## config.mk

```make
export PLATFORM = sky130hd
export DESIGN_NAME = spi_cmd_seq_flat
export DESIGN_NICKNAME = d
export VERILOG_FILES = /design/src/rtl/spi_cmd_seq_if.sv /design/src/rtl/spi_cmd_seq.sv /design/src/flat_wrapper.sv
export SDC_FILE = /design/constraint.sdc
export NUM_CORES = 1
export LEC_CHECK = 0
export ABC_AREA = 1
export CAP_MARGIN = 20
export CORE_ASPECT_RATIO = 0.5
export CORE_MARGIN = 2
export CORE_UTILIZATION = 35
export CTS_CLUSTER_DIAMETER = 60
export DETAILED_ROUTE_END_ITERATION = 6
export GPL_TIMING_DRIVEN = 1
export PLACE_DENSITY = 0.74
export SETUP_SLACK_MARGIN = 0.4
export SLEW_MARGIN = 20
export SYNTH_ARGS = -nofsm -noshare
export SYNTH_HDL_FRONTEND = slang
export SYNTH_SLANG_ARGS = --single-unit
```

## constraint.sdc

```tcl
create_clock -name clk -period 1 [get_ports clk]
set_clock_uncertainty 0.05 [all_clocks]
set_input_delay 0.15 -clock clk [delete_from_list [all_inputs] [get_ports clk]]
set_output_delay 0.15 -clock clk [all_outputs]
set_load 0.05 [all_outputs]
```

## src/rtl/spi_cmd_seq_if.sv

```systemverilog
`default_nettype none
// +---------------------------------------------------------------------------+
// | spi_cmd_seq_if : host request/response and SPI-master command bundle.     |
// | master = host + SPI master side, slave = sequencer. Rev 1.0               |
// +---------------------------------------------------------------------------+
interface spi_cmd_seq_if #(
  parameter int CMD_WIDTH  = 12,
  parameter int READ_WIDTH = 8
);
  localparam int ADDR_WIDTH = CMD_WIDTH - 1 - READ_WIDTH;

  logic                  req_vld;
  logic                  req_rdy;
  logic                  req_rw;
  logic [ADDR_WIDTH-1:0] req_addr;
  logic [READ_WIDTH-1:0] req_wdata;
  logic                  resp_vld;
  logic [READ_WIDTH-1:0] resp_data;
  logic                  resp_err;
  logic [CMD_WIDTH-1:0]  cmd_out;
  logic                  cmd_vld;
  logic                  cmd_rdy;
  logic                  read_vld;
  logic [READ_WIDTH-1:0] read_data;

  modport master (
    output req_vld, req_rw, req_addr, req_wdata, cmd_rdy, read_vld, read_data,
    input  req_rdy, resp_vld, resp_data, resp_err, cmd_out, cmd_vld
  );

  modport slave (
    input  req_vld, req_rw, req_addr, req_wdata, cmd_rdy, read_vld, read_data,
    output req_rdy, resp_vld, resp_data, resp_err, cmd_out, cmd_vld
  );
endinterface
`default_nettype wire

```

## src/rtl/spi_cmd_seq.sv

```systemverilog
`default_nettype none
// +---------------------------------------------------------------------------+
// | spi_cmd_seq : turns host register read/write requests into SPI commands. |
// | Optional read timeout via macro SPI_CMD_SEQ_TIMEOUT_EN. Rev 1.0           |
// +---------------------------------------------------------------------------+
module spi_cmd_seq #(
  parameter int CMD_WIDTH   = 12,
  parameter int READ_WIDTH  = 8,
  parameter int TIMEOUT_CYC = 1024
) (
  input  wire logic    clk,
  input  wire logic    rst,
  spi_cmd_seq_if.slave bus
);
  localparam int ADDR_WIDTH = CMD_WIDTH - 1 - READ_WIDTH;

  if (ADDR_WIDTH < 1 || TIMEOUT_CYC < 1) begin : g_param_check
    $error("spi_cmd_seq: illegal parameter set");
  end

  typedef enum logic [1:0] {
    IDLE    = 2'd0,
    ISSUE   = 2'd1,
    WAIT_RD = 2'd2,
    RESP    = 2'd3
  } state_t;

  state_t                r_state;
  state_t                w_state_nxt;
  logic                  w_accept;
  logic                  w_expired;
  logic                  r_req_rdy;
  logic                  r_cmd_vld;
  logic [CMD_WIDTH-1:0]  r_cmd;
  logic                  r_resp_vld;
  logic [READ_WIDTH-1:0] r_resp_data;

  always_comb begin
    w_state_nxt = r_state;
    w_accept    = 1'b0;
    case (r_state)
      IDLE: begin
        if (bus.req_vld) begin
          w_accept    = 1'b1;
          w_state_nxt = ISSUE;
        end
      end
      ISSUE: begin
        if (bus.cmd_rdy) begin
          w_state_nxt = r_cmd[CMD_WIDTH-1] ? WAIT_RD : RESP;
        end
      end
      WAIT_RD: begin
        if (bus.read_vld || w_expired) begin
          w_state_nxt = RESP;
        end
      end
      RESP:    w_state_nxt = IDLE;
      default: w_state_nxt = IDLE;
    endcase
  end

  // Outputs are registered from the next state so they line up with it.
  always_ff @(posedge clk) begin
    if (rst) begin
      r_state     <= IDLE;
      r_req_rdy   <= 1'b1;
      r_cmd_vld   <= 1'b0;
      r_cmd       <= '0;
      r_resp_vld  <= 1'b0;
      r_resp_data <= '0;
    end else begin
      r_state    <= w_state_nxt;
      r_req_rdy  <= (w_state_nxt == IDLE);
      r_cmd_vld  <= (w_state_nxt == ISSUE);
      r_resp_vld <= (w_state_nxt == RESP);
      if (w_accept) begin
        r_cmd <= {bus.req_rw, bus.req_addr,
                  (bus.req_rw ? {READ_WIDTH{1'b0}} : bus.req_wdata)};
      end
      if (r_state == ISSUE && w_state_nxt == RESP) begin
        r_resp_data <= '0;
      end else if (r_state == WAIT_RD && w_state_nxt == RESP) begin
        r_resp_data <= bus.read_vld ? bus.read_data : {READ_WIDTH{1'b0}};
      end
    end
  end

`ifdef SPI_CMD_SEQ_TIMEOUT_EN
  localparam int CNT_W = $clog2(TIMEOUT_CYC + 1);

  logic [CNT_W-1:0] r_cnt;
  logic             r_resp_err;

  // Cleared while issuing so it reads 0 in the first WAIT_RD cycle.
  always_ff @(posedge clk) begin
    if (rst) begin
      r_cnt      <= '0;
      r_resp_err <= 1'b0;
    end else begin
      if (r_state == WAIT_RD) begin
        r_cnt <= r_cnt + 1'b1;
      end else begin
        r_cnt <= '0;
      end
      if (r_state == ISSUE && w_state_nxt == RESP) begin
        r_resp_err <= 1'b0;
      end else if (r_state == WAIT_RD && w_state_nxt == RESP) begin
        r_resp_err <= ~bus.read_vld;
      end
    end
  end

  assign w_expired    = (r_cnt == CNT_W'(TIMEOUT_CYC - 1));
  assign bus.resp_err = r_resp_err;
`else
  assign w_expired    = 1'b0;
  assign bus.resp_err = 1'b0;
`endif

  // Ready is forced low while reset is held, and rises as soon as it drops.
  assign bus.req_rdy   = r_req_rdy & ~rst;
  assign bus.cmd_vld   = r_cmd_vld;
  assign bus.cmd_out   = r_cmd;
  assign bus.resp_vld  = r_resp_vld;
  assign bus.resp_data = r_resp_data;

endmodule
`default_nettype wire

```

## src/flat_wrapper.sv

```systemverilog
// flat-port wrapper written by rule: the top's interface ports become plain ports
module spi_cmd_seq_flat 
#(
  parameter int CMD_WIDTH   = 12,
  parameter int READ_WIDTH  = 8,
  parameter int TIMEOUT_CYC = 1024
)
  (clk, rst, bus_req_vld, bus_req_rw, bus_req_addr, bus_req_wdata, bus_cmd_rdy, bus_read_vld, bus_read_data, bus_req_rdy, bus_resp_vld, bus_resp_data, bus_resp_err, bus_cmd_out, bus_cmd_vld);
  spi_cmd_seq_if #(.CMD_WIDTH(CMD_WIDTH), .READ_WIDTH(READ_WIDTH)) bus_i ();
  input  wire logic clk;
  input  wire logic rst;
  input wire logic [$bits(bus_i.req_vld)-1:0] bus_req_vld;
  input wire logic [$bits(bus_i.req_rw)-1:0] bus_req_rw;
  input wire logic [$bits(bus_i.req_addr)-1:0] bus_req_addr;
  input wire logic [$bits(bus_i.req_wdata)-1:0] bus_req_wdata;
  input wire logic [$bits(bus_i.cmd_rdy)-1:0] bus_cmd_rdy;
  input wire logic [$bits(bus_i.read_vld)-1:0] bus_read_vld;
  input wire logic [$bits(bus_i.read_data)-1:0] bus_read_data;
  output wire logic [$bits(bus_i.req_rdy)-1:0] bus_req_rdy;
  output wire logic [$bits(bus_i.resp_vld)-1:0] bus_resp_vld;
  output wire logic [$bits(bus_i.resp_data)-1:0] bus_resp_data;
  output wire logic [$bits(bus_i.resp_err)-1:0] bus_resp_err;
  output wire logic [$bits(bus_i.cmd_out)-1:0] bus_cmd_out;
  output wire logic [$bits(bus_i.cmd_vld)-1:0] bus_cmd_vld;
  assign bus_i.req_vld = bus_req_vld;
  assign bus_i.req_rw = bus_req_rw;
  assign bus_i.req_addr = bus_req_addr;
  assign bus_i.req_wdata = bus_req_wdata;
  assign bus_i.cmd_rdy = bus_cmd_rdy;
  assign bus_i.read_vld = bus_read_vld;
  assign bus_i.read_data = bus_read_data;
  assign bus_req_rdy = bus_i.req_rdy;
  assign bus_resp_vld = bus_i.resp_vld;
  assign bus_resp_data = bus_i.resp_data;
  assign bus_resp_err = bus_i.resp_err;
  assign bus_cmd_out = bus_i.cmd_out;
  assign bus_cmd_vld = bus_i.cmd_vld;
  spi_cmd_seq #(.CMD_WIDTH(CMD_WIDTH), .READ_WIDTH(READ_WIDTH), .TIMEOUT_CYC(TIMEOUT_CYC)) u_core (.clk(clk), .rst(rst), .bus(bus_i));
endmodule
```

==> metrics.yaml <==
status:
  status: "complete, but fails checks"
  violations: "negative setup slack"
pwr:
  power_density_mw_per_mm2: 1260
  leakage_nw: 0.807
  peakVddDrop_mv: 0.775
grt:
  grt_pass1_wl_um: 4390
  grt_overflow: 0
  grt_pass1_vias: 1024
  grt_max_degree: 17
  grt_usage_pct: 17.5
  antenna_found_initial: 0
floorplan:
  num_rows: 13
  io_pins: 49
  coreArea_mm2: 0.00264
  die_h_um: 41.4
  die_w_um: 78.9
  start_util_pct: 37.2
  die_area_mm2: 0.00327
synth:
  postSynthCellCount: 132
  ys_seq_elements: 25
  netlist_area_um2: 981
  ys_types: 19
  syn_nets: 157
  synth_area_per_cell_um2: 7.43
  yosysWarnings: 0
  ys_seq_area_share_pct: 51.0
placed_design:
  place_area_mm2: 0.00185
  portBuffers: 47
  dp_hpwl_um: 2030
  place_ws_ns: -0.330
  gp_congestion: 0.670
run:
  cap_violations: 0
sta:
  period_needed_ns: 1.14
  layout_worst_path_cycle_share_pct: 114
  maxSlewViolCount: 0
  fmax_ghz: 0.880
  setup_viol: 25
  rsz0062_at_grt: "yes"
  whs_ns: 0.199
  timing_hold_violations_final: 0
  fin_ws_ns: -0.137
min_path:
  hold_path.class: "primary input to flip-flop"
  holdCritStartpoint: "rst"
clocking:
  numCtsBuffers: 3
  cts_tree: "done"
  worst_skew_pair.late_latency_ns: 0.27
  cts_buffer_depth: 2
  clk_pin_slew_ns: 0.09
  root_buffer: "clkbuf_8"
  clock-sinks: 25
  ctsHtreeMaxLevel: 1
critical_path:
  end_kind: "flip-flop"
  endpoint: "u_core.r_req_rdy$_SDFF_PP1_"
  r2r_start: "u_core.r_state[1]$_SDFF_PP0_"
  cp_slowest_cell: "dfxtp_4"
  path_cells: "inv_1 -> nand2_2 -> o21ai_2 -> nand2_2 -> inv_2 -> nor2_1"
  max_stage_delay_ns: 0.38
  r2r_cells: 6
  startpoint: "u_core.r_state[1]$_SDFF_PP0_"
  cp.arrival_ns: 1.26
  r2r-end: "u_core.r_req_rdy$_SDFF_PP1_"
  critPathLaunchType: "flip-flop"
  path_max_fanout: 4
  ff2ff_setup_slack_ns: -0.14
  crit_type: "flip-flop to flip-flop"
  cp_common_cell: "nand2_2"
  cp.required_ns: 1.12
finish:
  final_nets: 215
  final_common_cell: "nand2_1"
  diodes: 0
  syn_to_final_growth_pct: 105
  fillCellCount: 183
  final_cell_mix: "nand2_1 (26), buf_12 (24), dfxtp_4 (24)"
  final_design_area_no_fill_mm2: 0.00201
  drive_above_1_share_pct: 47.6
  final_core_util_pct: 76.4
route:
  vias: 1043
  drc: 0
  drt_wl_total_um: 2860
  avgViaCountPerCell: 4.62
  drtIter0Drc: 18
  drt-wirelength-per-cell_um: 12.7
  antenna_left: 0
  drt-pass1-iter-count: 4
## how the worst min path moves through the flow
stage                                                     to  depth (start not counted)
after detailed placement  u_core.bus.cmd_out[6]$_SDFFE_PP0P_                          2
after global placement    u_core.bus.cmd_out[3]$_SDFFE_PP0P_                          2
after CTS                      u_core.bus.cmd_vld$_SDFF_PP0_                          2
after global routing           u_core.bus.cmd_vld$_SDFF_PP0_                          2
final                          u_core.bus.cmd_vld$_SDFF_PP0_                          2
after floorplan                u_core.bus.cmd_vld$_SDFF_PP0_                          1
## metrics by stage
stage	power [W]	setup TNS [ns]	instances
4_1_cts	0.00250	-1.54	224
3_5_place_dp	0.00188	-7.15	217
3_3_place_gp	0.00186	-6.12	217
5_1_grt	0.00264	-3.35	226
6_report	0.00253	-2.04	226
2_1_floorplan	0.00148	0	132
## synthesized netlist by cell type
cell type	instances	area (um^2)
o21ai_0	4	20.0
nand2_1	29	109
nor2_1	20	75.1
clkbuf_1	1	3.75
nor2_4	1	11.3
nand2_2	1	6.26
buf_6	1	11.3
conb_1	1	3.75
buf_4	2	15.0
inv_2	1	3.75
a21oi_1	8	40.0
nand3_4	1	17.5
nor3_1	2	10.0
nand2_4	1	11.3
o21ai_1	8	40.0
inv_1	23	86.3
nor2_2	1	6.26
dfxtp_1	25	500
nand3_1	2	10.0
## timing repair
item,CTS,global route
hold buffers,0,0
setup endpoints to repair,48,48
setup buffers,2,2
gates cloned,1,0
pin swaps,6,3
gates resized for setup,15,12
## flip-flops by register name, indices dropped and copies added (netlist names)
signal and count:
u_core.bus.cmd_out 12, u_core.bus.cmd_vld 1, u_core.r_state 2, u_core.bus.resp_vld 1
u_core.r_req_rdy 1, u_core.bus.resp_data 8
## where the power goes
group / internal (W) / switching [W] / total (W) / leakage [nW]
logic: 0.000398 / 0.000433 / 0.000831 / 0.559
registers: 0.00104 / 0.0000716 / 0.00111 / 0.222
clock network: 0.000279 / 0.000312 / 0.000591 / 0.0255
total: 0.00171 / 0.000817 / 0.00253 / 0.807
## cell families after synthesis
logic type | synth area share [%]
and+or+nand+nor | 26.1
buffers and inverters | 12.2
other | 0.382
AOI/OAI and AO/OA | 10.2
DFF | 51.0
## routing by layer
| layer | wire length (um) | vias to the layer above | global-route usage [%] |
|---|---|---|---|
| met5 | 0 | - | 0 |
| met1 | 1070 | 480 | 16.4 |
| met2 | 1530 | 43 | 34.9 |
| met3 | 156 | 10 | 4.35 |
| met4 | 99 | 0 | 9.31 |
| li1 | - | 510 | - |
## layout make-up
cell class	count	area, um^2	share of cell area (%)
Timing Repair Buffer	56	783	38.9
Sequential cell	25	592	29.4
Multi-Input combinational cell	80	453	22.5
Inverter	24	92.6	4.60
Tap cell	37	46.3	2.30
Clock buffer	3	41.3	2.05
Clock inverter	1	5.00	0.249
## worst max-delay path: cells and delay by family, from the launching register on
family | cells | cell delay, ns
compound gates | 1 | 0.21
buf+inv | 2 | 0.18
flops | 1 | 0.38
simple gates | 3 | 0.23
Note: power is estimated with default switching activity, not from simulation.
